[config.mk]
export PLATFORM = sky130hd
export DESIGN_NAME = dcache_mem_bridge
export DESIGN_NICKNAME = d
export VERILOG_FILES = /design/src/rtl/cache_defs_pkg.sv /design/src/rtl/dcache_wr_line_buf.sv /design/src/rtl/dcache_mem_bridge.sv
export SDC_FILE = /design/constraint.sdc
export NUM_CORES = 1
export LEC_CHECK = 0
export CAP_MARGIN = 10
export CORE_MARGIN = 1.5
export CORE_UTILIZATION = 49
export CTS_CLUSTER_SIZE = 10
export DETAILED_ROUTE_END_ITERATION = 8
export MAX_ROUTING_LAYER = met4
export PLACE_DENSITY = 0.88
export SETUP_SLACK_MARGIN = 0.5
export SYNTH_ARGS = -nofsm -noshare
export SYNTH_HDL_FRONTEND = slang
export SYNTH_SLANG_ARGS = --single-unit
[constraint.sdc]
create_clock -name clk -period 6.8 [get_ports clk]
set_clock_uncertainty 0.05 [all_clocks]
set_input_delay 2.04 -clock clk [delete_from_list [all_inputs] [get_ports clk]]
set_output_delay 2.04 -clock clk [all_outputs]
set_load 0.005 [all_outputs]
[src/rtl/cache_defs_pkg.sv]
// Shared definitions for the dcache-to-memory bridge: transfer type encodings,
// bridge FSM state encoding and the default cache line size in 32-bit words.
package cache_defs;

   localparam int LINE_WORDS = 4;

   typedef enum logic [2:0] {
      TYPE_BYTE = 3'b000,
      TYPE_HALF = 3'b001,
      TYPE_WORD = 3'b010,
      TYPE_LINE = 3'b100
   } xfer_type_e;

   typedef enum logic [2:0] {
      IDLE    = 3'd0,
      WR_REQ  = 3'd1,
      WR_WAIT = 3'd2,
      RD_REQ  = 3'd3,
      RD_WAIT = 3'd4
   } state_e;

endpackage

[src/rtl/dcache_wr_line_buf.sv]
// Holds the write line latched at request acceptance and selects the word
// for the current memory beat.
module dcache_wr_line_buf
   import cache_defs::*;
#(
   parameter int LINE_WORDS = cache_defs::LINE_WORDS
) (
   input  logic                    clk,
   input  logic                    rst_n,
   input  logic                    load,
   input  logic [32*LINE_WORDS-1:0] line_in,
   input  logic [1:0]              sel,
   output logic [31:0]             word
);

   logic [32*LINE_WORDS-1:0] line_q;

   always_ff @(posedge clk or negedge rst_n) begin
      if (!rst_n) begin
         line_q <= '0;
      end else if (load) begin
         line_q <= line_in;
      end
   end

   assign word = line_q[32*sel +: 32];

endmodule

[src/rtl/dcache_mem_bridge.sv]
// Serialises dcache line/single reads and writes into one-beat-at-a-time memory
// requests. Define DCACHE_BRIDGE_CWF_EN for critical-word-first line reads.
//
// Handshakes: a ram request is taken in the cycle where req and rdy are both
// high; a memory beat request is taken when mem_req_o and mem_gnt_i are both
// high, and its read data returns on a later mem_rvalid_i.
module dcache_mem_bridge
   import cache_defs::*;
#(
   parameter int LINE_WORDS = cache_defs::LINE_WORDS
) (
   input  logic                     clk,
   input  logic                     rst_n,
   input  logic                     ram_rd_req_i,
   input  logic [2:0]               ram_rd_type_i,
   input  logic [31:0]              ram_rd_addr_i,
   output logic                     ram_rd_rdy_o,
   output logic [31:0]              ram_rd_data_o,
   output logic                     ram_rd_valid_o,
   output logic                     ram_rd_last_o,
   input  logic                     ram_wr_req_i,
   input  logic [2:0]               ram_wr_type_i,
   input  logic [3:0]               ram_wr_en_i,
   input  logic [31:0]              ram_wr_addr_i,
   input  logic [32*LINE_WORDS-1:0] ram_wr_data_i,
   output logic                     ram_wr_rdy_o,
   output logic                     mem_req_o,
   output logic                     mem_we_o,
   output logic [31:0]              mem_addr_o,
   output logic [3:0]               mem_wstrb_o,
   output logic [31:0]              mem_wdata_o,
   input  logic                     mem_gnt_i,
   input  logic                     mem_rvalid_i,
   input  logic [31:0]              mem_rdata_i,
   output state_e                   dbg_state
);

   localparam int CNT_W = $clog2(LINE_WORDS + 1);

   state_e           state, state_n;
   logic [31:0]      addr_q;
   logic [2:0]       type_q;
   logic [3:0]       strb_q;
   logic [1:0]       beat;
   logic [CNT_W-1:0] done_cnt;
   logic [31:0]      rd_data_q;
   logic             rd_valid_q, rd_last_q;

   logic             wr_acc, rd_acc, is_line, last_beat, beat_done;
   logic [CNT_W-1:0] total_beats, done_cnt_inc;
   logic [1:0]       beat_inc, rd_start_beat;
   logic [31:0]      beat_addr, buf_word;

   dcache_wr_line_buf #(.LINE_WORDS(LINE_WORDS)) u_wr_line_buf (
      .clk     (clk),
      .rst_n   (rst_n),
      .load    (wr_acc),
      .line_in (ram_wr_data_i),
      .sel     (beat),
      .word    (buf_word)
   );

   // Beat index wraps around the line; done_cnt alone decides when the burst ends.
   assign is_line      = (type_q == TYPE_LINE);
   assign total_beats  = is_line ? CNT_W'(LINE_WORDS) : CNT_W'(1);
   assign done_cnt_inc = done_cnt + CNT_W'(1);
   assign last_beat    = (done_cnt_inc == total_beats);
   assign beat_inc     = (beat == 2'(LINE_WORDS - 1)) ? 2'd0 : beat + 2'd1;
   assign beat_addr    = is_line ? {addr_q[31:4], beat, 2'b00} : addr_q;
   assign beat_done    = ((state == WR_REQ) && mem_gnt_i) ||
                         ((state == RD_WAIT) && mem_rvalid_i);

`ifdef DCACHE_BRIDGE_CWF_EN
   assign rd_start_beat = (ram_rd_type_i == TYPE_LINE) ? ram_rd_addr_i[3:2] : 2'd0;
`else
   assign rd_start_beat = 2'd0;
`endif

   always_comb begin
      state_n      = state;
      wr_acc       = 1'b0;
      rd_acc       = 1'b0;
      ram_wr_rdy_o = 1'b0;
      ram_rd_rdy_o = 1'b0;
      mem_req_o    = 1'b0;
      mem_we_o     = 1'b0;
      mem_addr_o   = '0;
      mem_wstrb_o  = '0;
      mem_wdata_o  = '0;
      case (state)
         IDLE: begin
            // A simultaneous read waits here until the write has drained.
            ram_wr_rdy_o = 1'b1;
            ram_rd_rdy_o = !ram_wr_req_i || !rst_n;
            if (ram_wr_req_i) begin
               wr_acc  = 1'b1;
               state_n = WR_REQ;
            end else if (ram_rd_req_i) begin
               rd_acc  = 1'b1;
               state_n = RD_REQ;
            end
         end
         WR_REQ: begin
            mem_req_o   = 1'b1;
            mem_we_o    = 1'b1;
            mem_addr_o  = beat_addr;
            mem_wstrb_o = is_line ? 4'hF : strb_q;
            mem_wdata_o = buf_word;
            if (mem_gnt_i) state_n = WR_WAIT;
         end
         WR_WAIT: begin
            state_n = (done_cnt == total_beats) ? IDLE : WR_REQ;
         end
         RD_REQ: begin
            mem_req_o  = 1'b1;
            mem_addr_o = beat_addr;
            if (mem_gnt_i) state_n = RD_WAIT;
         end
         RD_WAIT: begin
            if (mem_rvalid_i) state_n = last_beat ? IDLE : RD_REQ;
         end
         default: state_n = IDLE;
      endcase
   end

   always_ff @(posedge clk or negedge rst_n) begin
      if (!rst_n) begin
         state      <= IDLE;
         addr_q     <= '0;
         type_q     <= '0;
         strb_q     <= '0;
         beat       <= '0;
         done_cnt   <= '0;
         rd_data_q  <= '0;
         rd_valid_q <= 1'b0;
         rd_last_q  <= 1'b0;
      end else begin
         state      <= state_n;
         rd_valid_q <= (state == RD_WAIT) && mem_rvalid_i;
         rd_last_q  <= (state == RD_WAIT) && mem_rvalid_i && last_beat;
         if ((state == RD_WAIT) && mem_rvalid_i) rd_data_q <= mem_rdata_i;
         if (wr_acc) begin
            addr_q   <= ram_wr_addr_i;
            type_q   <= ram_wr_type_i;
            strb_q   <= ram_wr_en_i;
            beat     <= 2'd0;
            done_cnt <= '0;
         end else if (rd_acc) begin
            addr_q   <= ram_rd_addr_i;
            type_q   <= ram_rd_type_i;
            strb_q   <= 4'h0;
            beat     <= rd_start_beat;
            done_cnt <= '0;
         end else if (beat_done) begin
            beat     <= beat_inc;
            done_cnt <= done_cnt_inc;
         end
      end
   end

   assign ram_rd_data_o  = rd_data_q;
   assign ram_rd_valid_o = rd_valid_q;
   assign ram_rd_last_o  = rd_last_q;
   assign dbg_state      = state;

endmodule

* Word level (Yosys, flattened, before mapping)
Cells that the tools add are included.
** Storage, ports and cells
- Memories kept :: 0
- Flip-flop bits (word level) :: 209
- RAM bits :: 0
- Latch bits :: 0
- Logic and storage cells :: 73
- Memory bits (read-only) :: 0
- Output and inout port bits :: 109
** Operators by class
- Multipliers :: 0
- Add/sub/neg operators :: 2
- Shift-type cells :: 1
- Magnitude comparators :: 0
- Div/mod/pow operators :: 0
- Bitwise logic cells :: 0
- Multiplexer cells :: 36
- Eq/ne operators :: 12
- Reductions and logical operators :: 12
** Operators by type and width (count)
- 32-bit 2-to-1 mux :: 4
- 128-bit by 8-bit indexed part select with 32-bit output :: 1
- 3-bit 2-to-1 mux :: 11
- 4-bit 2-to-1 mux :: 5
- 3-bit one-hot mux with 5 select lines :: 1
- 1-bit 2-to-1 mux :: 10
- 2-bit 2-to-1 mux :: 5
- 3-bit by 2-bit equality test with 1-bit output, second input constant :: 2
- 3-bit equality test :: 2
- 3-bit equality test, second input constant :: 2
- 2-bit != test, second input constant :: 3
- 4-bit AND reduction :: 1
- 3-bit by 1-bit adder with 3-bit output, second input constant :: 1
- 3-bit by 1-bit equality test with 1-bit output, second input constant :: 1
- 1-bit logical AND :: 3
- 3-bit zero test :: 1
- 3-bit != test, second input constant :: 1
- 3-bit nonzero test :: 1
- 2-bit by 1-bit adder with 2-bit output, second input constant :: 1
- 2-bit equality test, second input constant :: 1
- 1-bit zero test :: 2
- 1-bit logical OR :: 2
- 2-bit nonzero test :: 1
- 2-bit OR reduction :: 1

* Logic depth before layout (Yosys ltp)
Gate-level depths: netlist of the first run.
- Word-level depth :: 6
- Gate-level depth with buffers :: 9

* Hierarchy
A second synthesis of the first run with hierarchy kept.
** Second synthesis, totals
- Cell total of the unflattened synthesis :: 700
- Area total of the unflattened synthesis :: 9638.0 sq um
** Modules (own cells, without submodules)
- dcache_wr_line_buf :: instances 1, area an instance 5556.6 sq um, cells each 309
- dcache_mem_bridge :: instances 1, area an instance 4081.4 sq um, cells each 391

* Worst setup path after synthesis of the first run
Ideal clock, no wire load.
- Path type :: input -> output
- Start :: input port ram_wr_req_i
- End :: output port ram_rd_rdy_o
- Setup slack :: 2366 ps
- Required time :: 4710 ps
- Stages :: 2
- Arrival time :: 2344 ps
- Cell sequence :: buf_2 a21oi_1
** On the way
- Longest elaborated chain between the ends :: 3
** RTL lines
- start: declaration :: line dcache_mem_bridge.sv:21 : input logic ram_wr_req_i,
- 1-bit zero test :: line dcache_mem_bridge.sv:94 : ram_rd_rdy_o = !ram_wr_req_i || !rst_n;
- 1-bit logical OR :: line dcache_mem_bridge.sv:94
- 1-bit 2-to-1 mux :: line dcache_mem_bridge.sv:90 : case (state)
- end: declaration :: line dcache_mem_bridge.sv:17 : output logic ram_rd_rdy_o,
Every way passes these cells.

* Final worst setup path of the first run
- Start :: register state[0] (netlist: dbg_state[0])
- End :: output port mem_wdata_o[15]
** On the way
- Longest elaborated chain between the ends :: 2
** RTL lines
- start: declaration :: line dcache_mem_bridge.sv:40 : state_e state, state_n;
- start signal: assignment :: line dcache_mem_bridge.sv:138 : state <= state_n;
- 3-bit by 1-bit equality test with 1-bit output :: line dcache_mem_bridge.sv:90
- 32-bit 2-to-1 mux :: line dcache_mem_bridge.sv:90
- end: declaration :: line dcache_mem_bridge.sv:31 : output logic [31:0] mem_wdata_o,
Every way passes these cells.

==> results of run 1 <==
==> stage by stage <==
stage / std cells / total power, mW / hold slack, ps / util / setup WS, ps
global placement: 1518 / 4.625 / 402.0 / 0.6772 / 1339
finish: 1550 / 5.856 / 420.0 / 0.7116 / 1039
detailed placement: 1518 / 4.740 / 408.4 / 0.6772 / 1324
CTS: 1549 / 5.911 / 421.8 / 0.7114 / 979.5
floorplan: 962 / 3.630 / 389.6 / - / 2366
global route: 1550 / 6.277 / 436.4 / 0.7116 / 737.3
==> state kept, by name, summed over array words and instances, names as in the netlist <==
| signal | cells |
|---|---|
| type_q | 3 |
| u_wr_line_buf.line_q | 128 |
| ram_rd_data_o | 32 |
| dbg_state | 3 |
| ram_rd_valid_o | 1 |
| ram_rd_last_o | 1 |
| strb_q | 4 |
| beat | 2 |
| addr_q | 32 |
| done_cnt | 3 |
==> placed cells by master (no fill, tap or decap), drive strengths merged, types with 3 or more instances in the layout <==
| master | count |
|---|---|
| a22o | 4 |
| mux2i | 4 |
| clkdlybuf4s50 | 347 |
| and2 | 62 |
| o22ai | 63 |
| buf | 10 |
| mux4 | 32 |
| nand3 | 5 |
| nor2 | 13 |
| inv | 5 |
| a21oi | 35 |
| nand2 | 392 |
| o21ai | 9 |
| nand2b | 4 |
| mux2 | 32 |
| dfrtp | 209 |
| clkbuf | 31 |
| nor3b | 3 |
==> power by group through the flow <==
| stage | logic (mW) | registers [mW] | clock network [mW] |
|---|---|---|---|
| after global routing | 2.76 | 2.30 | 1.22 |
| after CTS | 2.52 | 2.22 | 1.17 |
| final | 2.50 | 2.22 | 1.14 |
| after detailed placement | 2.50 | 2.24 | 0 |
| after global placement | 2.43 | 2.20 | 0 |
| after floorplan | 1.55 | 2.08 | 0 |
==> cell type report <==
class	count	share of cell area
Antenna cell	1	0.0001813
Tap cell	265	0.02402
Timing Repair Buffer	358	0.2590
Clock buffer	30	0.04741
Sequential cell	209	0.3791
Inverter	6	0.001994
Clock inverter	1	0.0006345
Multi-Input combinational cell	680	0.2877
==> cells in the mapped netlist, types with 5 or more instances <==
library cell | number | area [um2]
mux4_2 | 32 | 720.7
nor2_1 | 12 | 45.04
o22ai_1 | 63 | 394.1
clkbuf_1 | 16 | 60.06
and2_1 | 62 | 387.9
nand2_1 | 390 | 1464
buf_2 | 28 | 140.1
o21ai_0 | 8 | 40.04
buf_6 | 20 | 225.2
mux2_2 | 32 | 360.4
dfrtp_1 | 209 | 5230
a21oi_1 | 34 | 170.2
nand3_1 | 5 | 25.02
==> logic make-up after synthesis <==
group / after synthesis
AOI/OAI and AO/OA: 120
xor gates and xnor gates: 1
adders and majority gates: 2
buffers and inverters: 73
DFF: 209
muxes: 68
and+or+nand+nor: 489
==> worst min path at each step <==
| stage | start | endpoint | depth (start not counted) |
|---|---|---|---|
| floorplan | u_wr_line_buf.line_q[64] | u_wr_line_buf.line_q[64] | 2 |
| global placement | u_wr_line_buf.line_q[88] | u_wr_line_buf.line_q[88] | 2 |
| CTS | u_wr_line_buf.line_q[88] | u_wr_line_buf.line_q[88] | 2 |
| finish | u_wr_line_buf.line_q[91] | u_wr_line_buf.line_q[91] | 2 |
| detailed placement | u_wr_line_buf.line_q[65] | u_wr_line_buf.line_q[65] | 2 |
| global route | u_wr_line_buf.line_q[93] | u_wr_line_buf.line_q[93] | 2 |
==> routing by layer <==
metal | up-vias | track usage | routed length, um
met1 | 4020 | 0.3254 | 10310
met2 | 369 | 0.4373 | 13180
li1 | 3841 | - | -
met3 | 74 | 0.05665 | 2294
met4 | 0 | 0.1133 | 1097
met5 | - | - | 0
==> critical path: cells and delay by family (launching register included) <==
family,cells,cell delay [ps]
buffers and inverters,3,2020
AND/OR/NAND/NOR,3,630
flip-flops,1,510
==> run summary, run 1 <==
TritonCTS Buffers = 25
Gate power share = 0.426
final setup fails = 0
CTS tree = yes
full die area = 20550 um2
P per Cell Area = 424.3 nW/um2
Via Count = 8304
WL final = 26.88 mm
post-cts hold buffer count = 0
Worst-Margin Slew = 1074 ps
Syn Inst Count = 962
status = finished clean
Critical Path End Type = primary output
initial antenna violation count = 1
io pins = 349
setup bufs post-CTS = 0
FP Rows = 51
simple-gate portion of the synthesized area = 0.2156
adder-cell share of the synthesized area = 0.002593
worst vdd ir = 0.2143 mV
FF-to-FF path depth = 6
Post-synth EDFFs = 0
drt drc = 0
power share of the sequential group = 0.379
Netlist cell types = 44
sw power = 1.969 mW
Synth Area in Compound Gates = 0.07468
fin. max-slew vios = 0
port bufs = 348
number of vias per cell = 5.357
CTS root buf = clkbuf_16
Reg area = 5233 um2
final period utilization = 0.8472
Max Cap Viol = 0
relative slew slack = 0.2830
post-route cell area = 13800 um2
GR Overflow Total = 0
fmax = 173.6 MHz
multi-input logic area = 3971 um2
CTS clk-pin slew, worst paths = 60 ps
TritonRoute pass-1 iters = 6
layout cell share with drive strength beyond 1 = 0.08723
RR Startpoint = dbg_state[1]
Area after DPL = 13140 um2
CP peak stage delay = 810 ps
critical path class = flop to primary output
Worst Setup EP = mem_wdata_o[15]
Avg Cell Area, Syn = 10.03 um2
initial drt markers = 537
dpl hpwl = 18.27 mm
CTS sink cnt = 209
CP required = 4710 ps
Int Power = 3.888 mW
Tot GR Track Use = 0.2680
Clock power frac = 0.194
Hold Path Class = flop to flop
core area = 19400 um2
Antenna Nets Post-Route = 0
largest net degree at the start of global routing = 133
drt wl/cell = 17.34 um
crit path cell chain = nand2b_1, inv_1, nand2b_4, inv_1, and2_1, clkdlybuf4s50_1
Sw Share = 0.3361
ys async rst share = 1.000
Die Height = 143.3 um
first-pass GRT wire length = 42.11 mm
largest family of logic cells by synthesized area = simple AND/OR/NAND/NOR gates
R2R setup slack = 3530 ps
reg-to-reg endpoint = u_wr_line_buf.line_q[116]
Critical Path AT = 3670 ps
syn_nets = 1204
unrepaired setup endpoints after global routing = no
crit-path max FO = 34
H-tree depth = 1
P&R area growth vs syn = 43.03%
post-synthesis mux area share = 0.1162
XOR/XNOR Fraction of Synth Area = 0.0009076
nets@finish = 1522
Die W = 143.3 um
crit-path most repeated cell = inv_1
YS warnings = 0
vias in the first global route = 8278
GPL Wtd Cong = 0.8392
initial cell density of the core = 0.4975
Resized cells post-CTS = 0
Slowest cell on crit path = inv_1
latest clock arrival within the worst-skew pair = 500 ps
synthesis-stage register bit count = 209
Final min period = 5761 ps
sequential-to-total area share from yosys stat = 0.5419
Leak = 6.236 nW
cell area after synthesis = 9651 um2
Worst setup SP type = flop
Fillers = 1416
Final Hold Fails = 0
CTS Buffer Depth = 3
Synth Flop Type = dfrtp_1
setup TNS = 0 ps
origin of the worst setup path = dbg_state[0]
(Power assumes the default switching activity.)
==> inputs of run 2 (changes only) <==
--- a/config.mk
+++ b/config.mk
@@ -7,11 +7,11 @@
 export LEC_CHECK = 0
 export CAP_MARGIN = 10
 export CORE_MARGIN = 1.5
-export CORE_UTILIZATION = 49
+export CORE_UTILIZATION = 41
 export CTS_CLUSTER_SIZE = 10
 export DETAILED_ROUTE_END_ITERATION = 8
 export MAX_ROUTING_LAYER = met4
-export PLACE_DENSITY = 0.88
+export PLACE_DENSITY = 0.78
 export SETUP_SLACK_MARGIN = 0.5
 export SYNTH_ARGS = -nofsm -noshare
 export SYNTH_HDL_FRONTEND = slang
==> constraint.sdc (replaced) <==
create_clock -name clk -period 4.7 [get_ports clk]
set_clock_uncertainty 0.05 [all_clocks]
set_input_delay 1.41 -clock clk [delete_from_list [all_inputs] [get_ports clk]]
set_output_delay 1.41 -clock clk [all_outputs]
set_load 0.005 [all_outputs]
==> run 2 against run 1 <==
Net effect:
- final cell count up 4.1%
- sequential cell count unchanged
- die area increased by 19%
- critical path depth shrank 2
- cell area increased by 1.5%
- sequential share of layout area decreased by 0.53 points
- non-clock buffer count rose by 9
- combinational power rose by 50%
- sequential power increased by 43%
- routed wire length is 4.5% higher
- via count down 0.77%
- register-to-register slack lost 1500 ps
- critical endpoint is now mem_wdata_o[26]
- largest power group unchanged
- highest routed layer unchanged
==> run summary, run 2 (synthesis results as in run 1) <==
final period utilization = 0.8518
Hold Path Class = flop to flop
Leak = 6.297 nW
Critical Path AT = 2540 ps
CTS sink cnt = 209
Die Height = 156.4 um
Tot GR Track Use = 0.2328
worst vdd ir = 0.2953 mV
fmax = 249.8 MHz
Fillers = 1914
nets@finish = 1531
CTS tree = yes
CTS clk-pin slew, worst paths = 50 ps
multi-input logic area = 3976 um2
relative slew slack = 0.3197
dpl hpwl = 19.26 mm
CTS Buffer Depth = 3
TritonRoute pass-1 iters = 4
final setup margin = 696.8 ps
Worst setup SP type = flop
GPL Wtd Cong = 0.8000
largest net degree at the start of global routing = 83
max reg flops = 128
drt drc = 0
drt wl/cell = 17.41 um
Final Hold Fails = 0
layout cell share with drive strength beyond 1 = 0.09483
FP Rows = 55
CP required = 3240 ps
initial cell density of the core = 0.4224
crit-path max FO = 12
pre-CTS worst setup slack = 759.6 ps
unrepaired setup endpoints after global routing = no
initial antenna violation count = 3
setup TNS = 0 ps
final setup fails = 0
port bufs = 348
first-pass GRT wire length = 43.55 mm
core area = 22850 um2
TritonCTS Buffers = 25
H-tree depth = 1
Worst-Margin Slew = 1020 ps
post-cts hold buffer count = 0
Via Count = 8240
status = finished clean
Area after DPL = 13280 um2
number of vias per cell = 5.108
io pins = 349
latest clock arrival within the worst-skew pair = 500 ps
Die W = 156.4 um
commonest non-fill, non-tap cell in the layout = nand2_1
P per Cell Area = 612.8 nW/um2
Largest Register = u_wr_line_buf.line_q
Reg area = 5235 um2
vias in the first global route = 8249
P&R area growth vs syn = 45.12%
post-route cell area = 14000 um2
fin. max-slew vios = 0
initial drt markers = 358
full die area = 24470 um2
GR Overflow Total = 0
CTS root buf = clkbuf_16
most frequent cells in the layout = nand2_1, clkdlybuf4s50_1, dfrtp_1
Final min period = 4003 ps
critical path class = flop to primary output
WL final = 28.09 mm
Antenna Nets Post-Route = 0
Max Cap Viol = 0
Critical Path End Type = primary output
## run 2: changes by cell type in the layout (fill, tap and decap cells not counted), sizes merged
cell      previous run  this run
buf                 10        20
clkbuf              31        34
diode                1         3
inv                  5         3
clkinv               2         3
clkinvlp             0         1
## run 2: area by class of cell
class	instances	share of cell area
antenna	3	0.0005360
clock buffer	34	0.04780
clock inverter	1	0.0003574
inverter	6	0.002234
multi-input combinational	680	0.2839
sequential	209	0.3738
tap	313	0.02796
timing repair buffer	367	0.2634
## run 2: critical path: stages (launching register included)
cell and delay (ps):
dfrtp_4 580, buf_4 300, mux4_2 520, and2_1 180
clkdlybuf4s50_1 440
## run 2: per-layer routing
| metal | share of wire | global-route usage | up-vias | wire (um) |
|---|---|---|---|---|
| li1 | - | - | 3868 | - |
| met1 | 0.41 | 0.2853 | 3971 | 11390 |
| met2 | 0.48 | 0.3784 | 323 | 13510 |
| met3 | 0.077 | 0.05539 | 78 | 2156 |
| met4 | 0.037 | 0.08027 | 0 | 1033 |
| met5 | 0 | - | - | 0 |
## run 2: timing repair
| action | 4_1_cts | 5_1_grt |
|---|---|---|
| gates resized for setup | 2 | 0 |
| buffers inserted | 2 | 0 |
| endpoints found under the setup margin | 31 | 0 |
## run 2: worst paths after layout
path / startpoint / end / slack (ps) / cells past startpoint
min in group asynchronous: rst_n / ram_rd_data_o[15] / 1050 / 2
hold reg to reg: u_wr_line_buf.line_q[75] / u_wr_line_buf.line_q[75] / 420 / 2
setup reg to reg: dbg_state[1] / u_wr_line_buf.line_q[14] / 2050 / 6
max in group asynchronous: rst_n / beat[1] / 1980 / 3
hold / removal: u_wr_line_buf.line_q[75] / u_wr_line_buf.line_q[75] / 420 / 2
setup / recovery: beat[0] / mem_wdata_o[26] / 700 / 4
## run 2: per-stage QoR
stage | total power [mW] | hold WS, ps | utilization | cells
global route | 9.182 | 437.1 | 0.6130 | 1613
CTS | 8.680 | 421.1 | 0.6127 | 1610
finish | 8.582 | 418.1 | 0.6130 | 1613
floorplan | 5.252 | 389.6 | - | 962
detailed placement | 6.922 | 407.6 | 0.5813 | 1573
global placement | 6.782 | 401.6 | 0.5813 | 1573
## run 2: where the power goes
part	switching (mW)	internal [mW]
sequential	0.532	2.65
combinational	1.65	2.09
clock	0.688	0.973
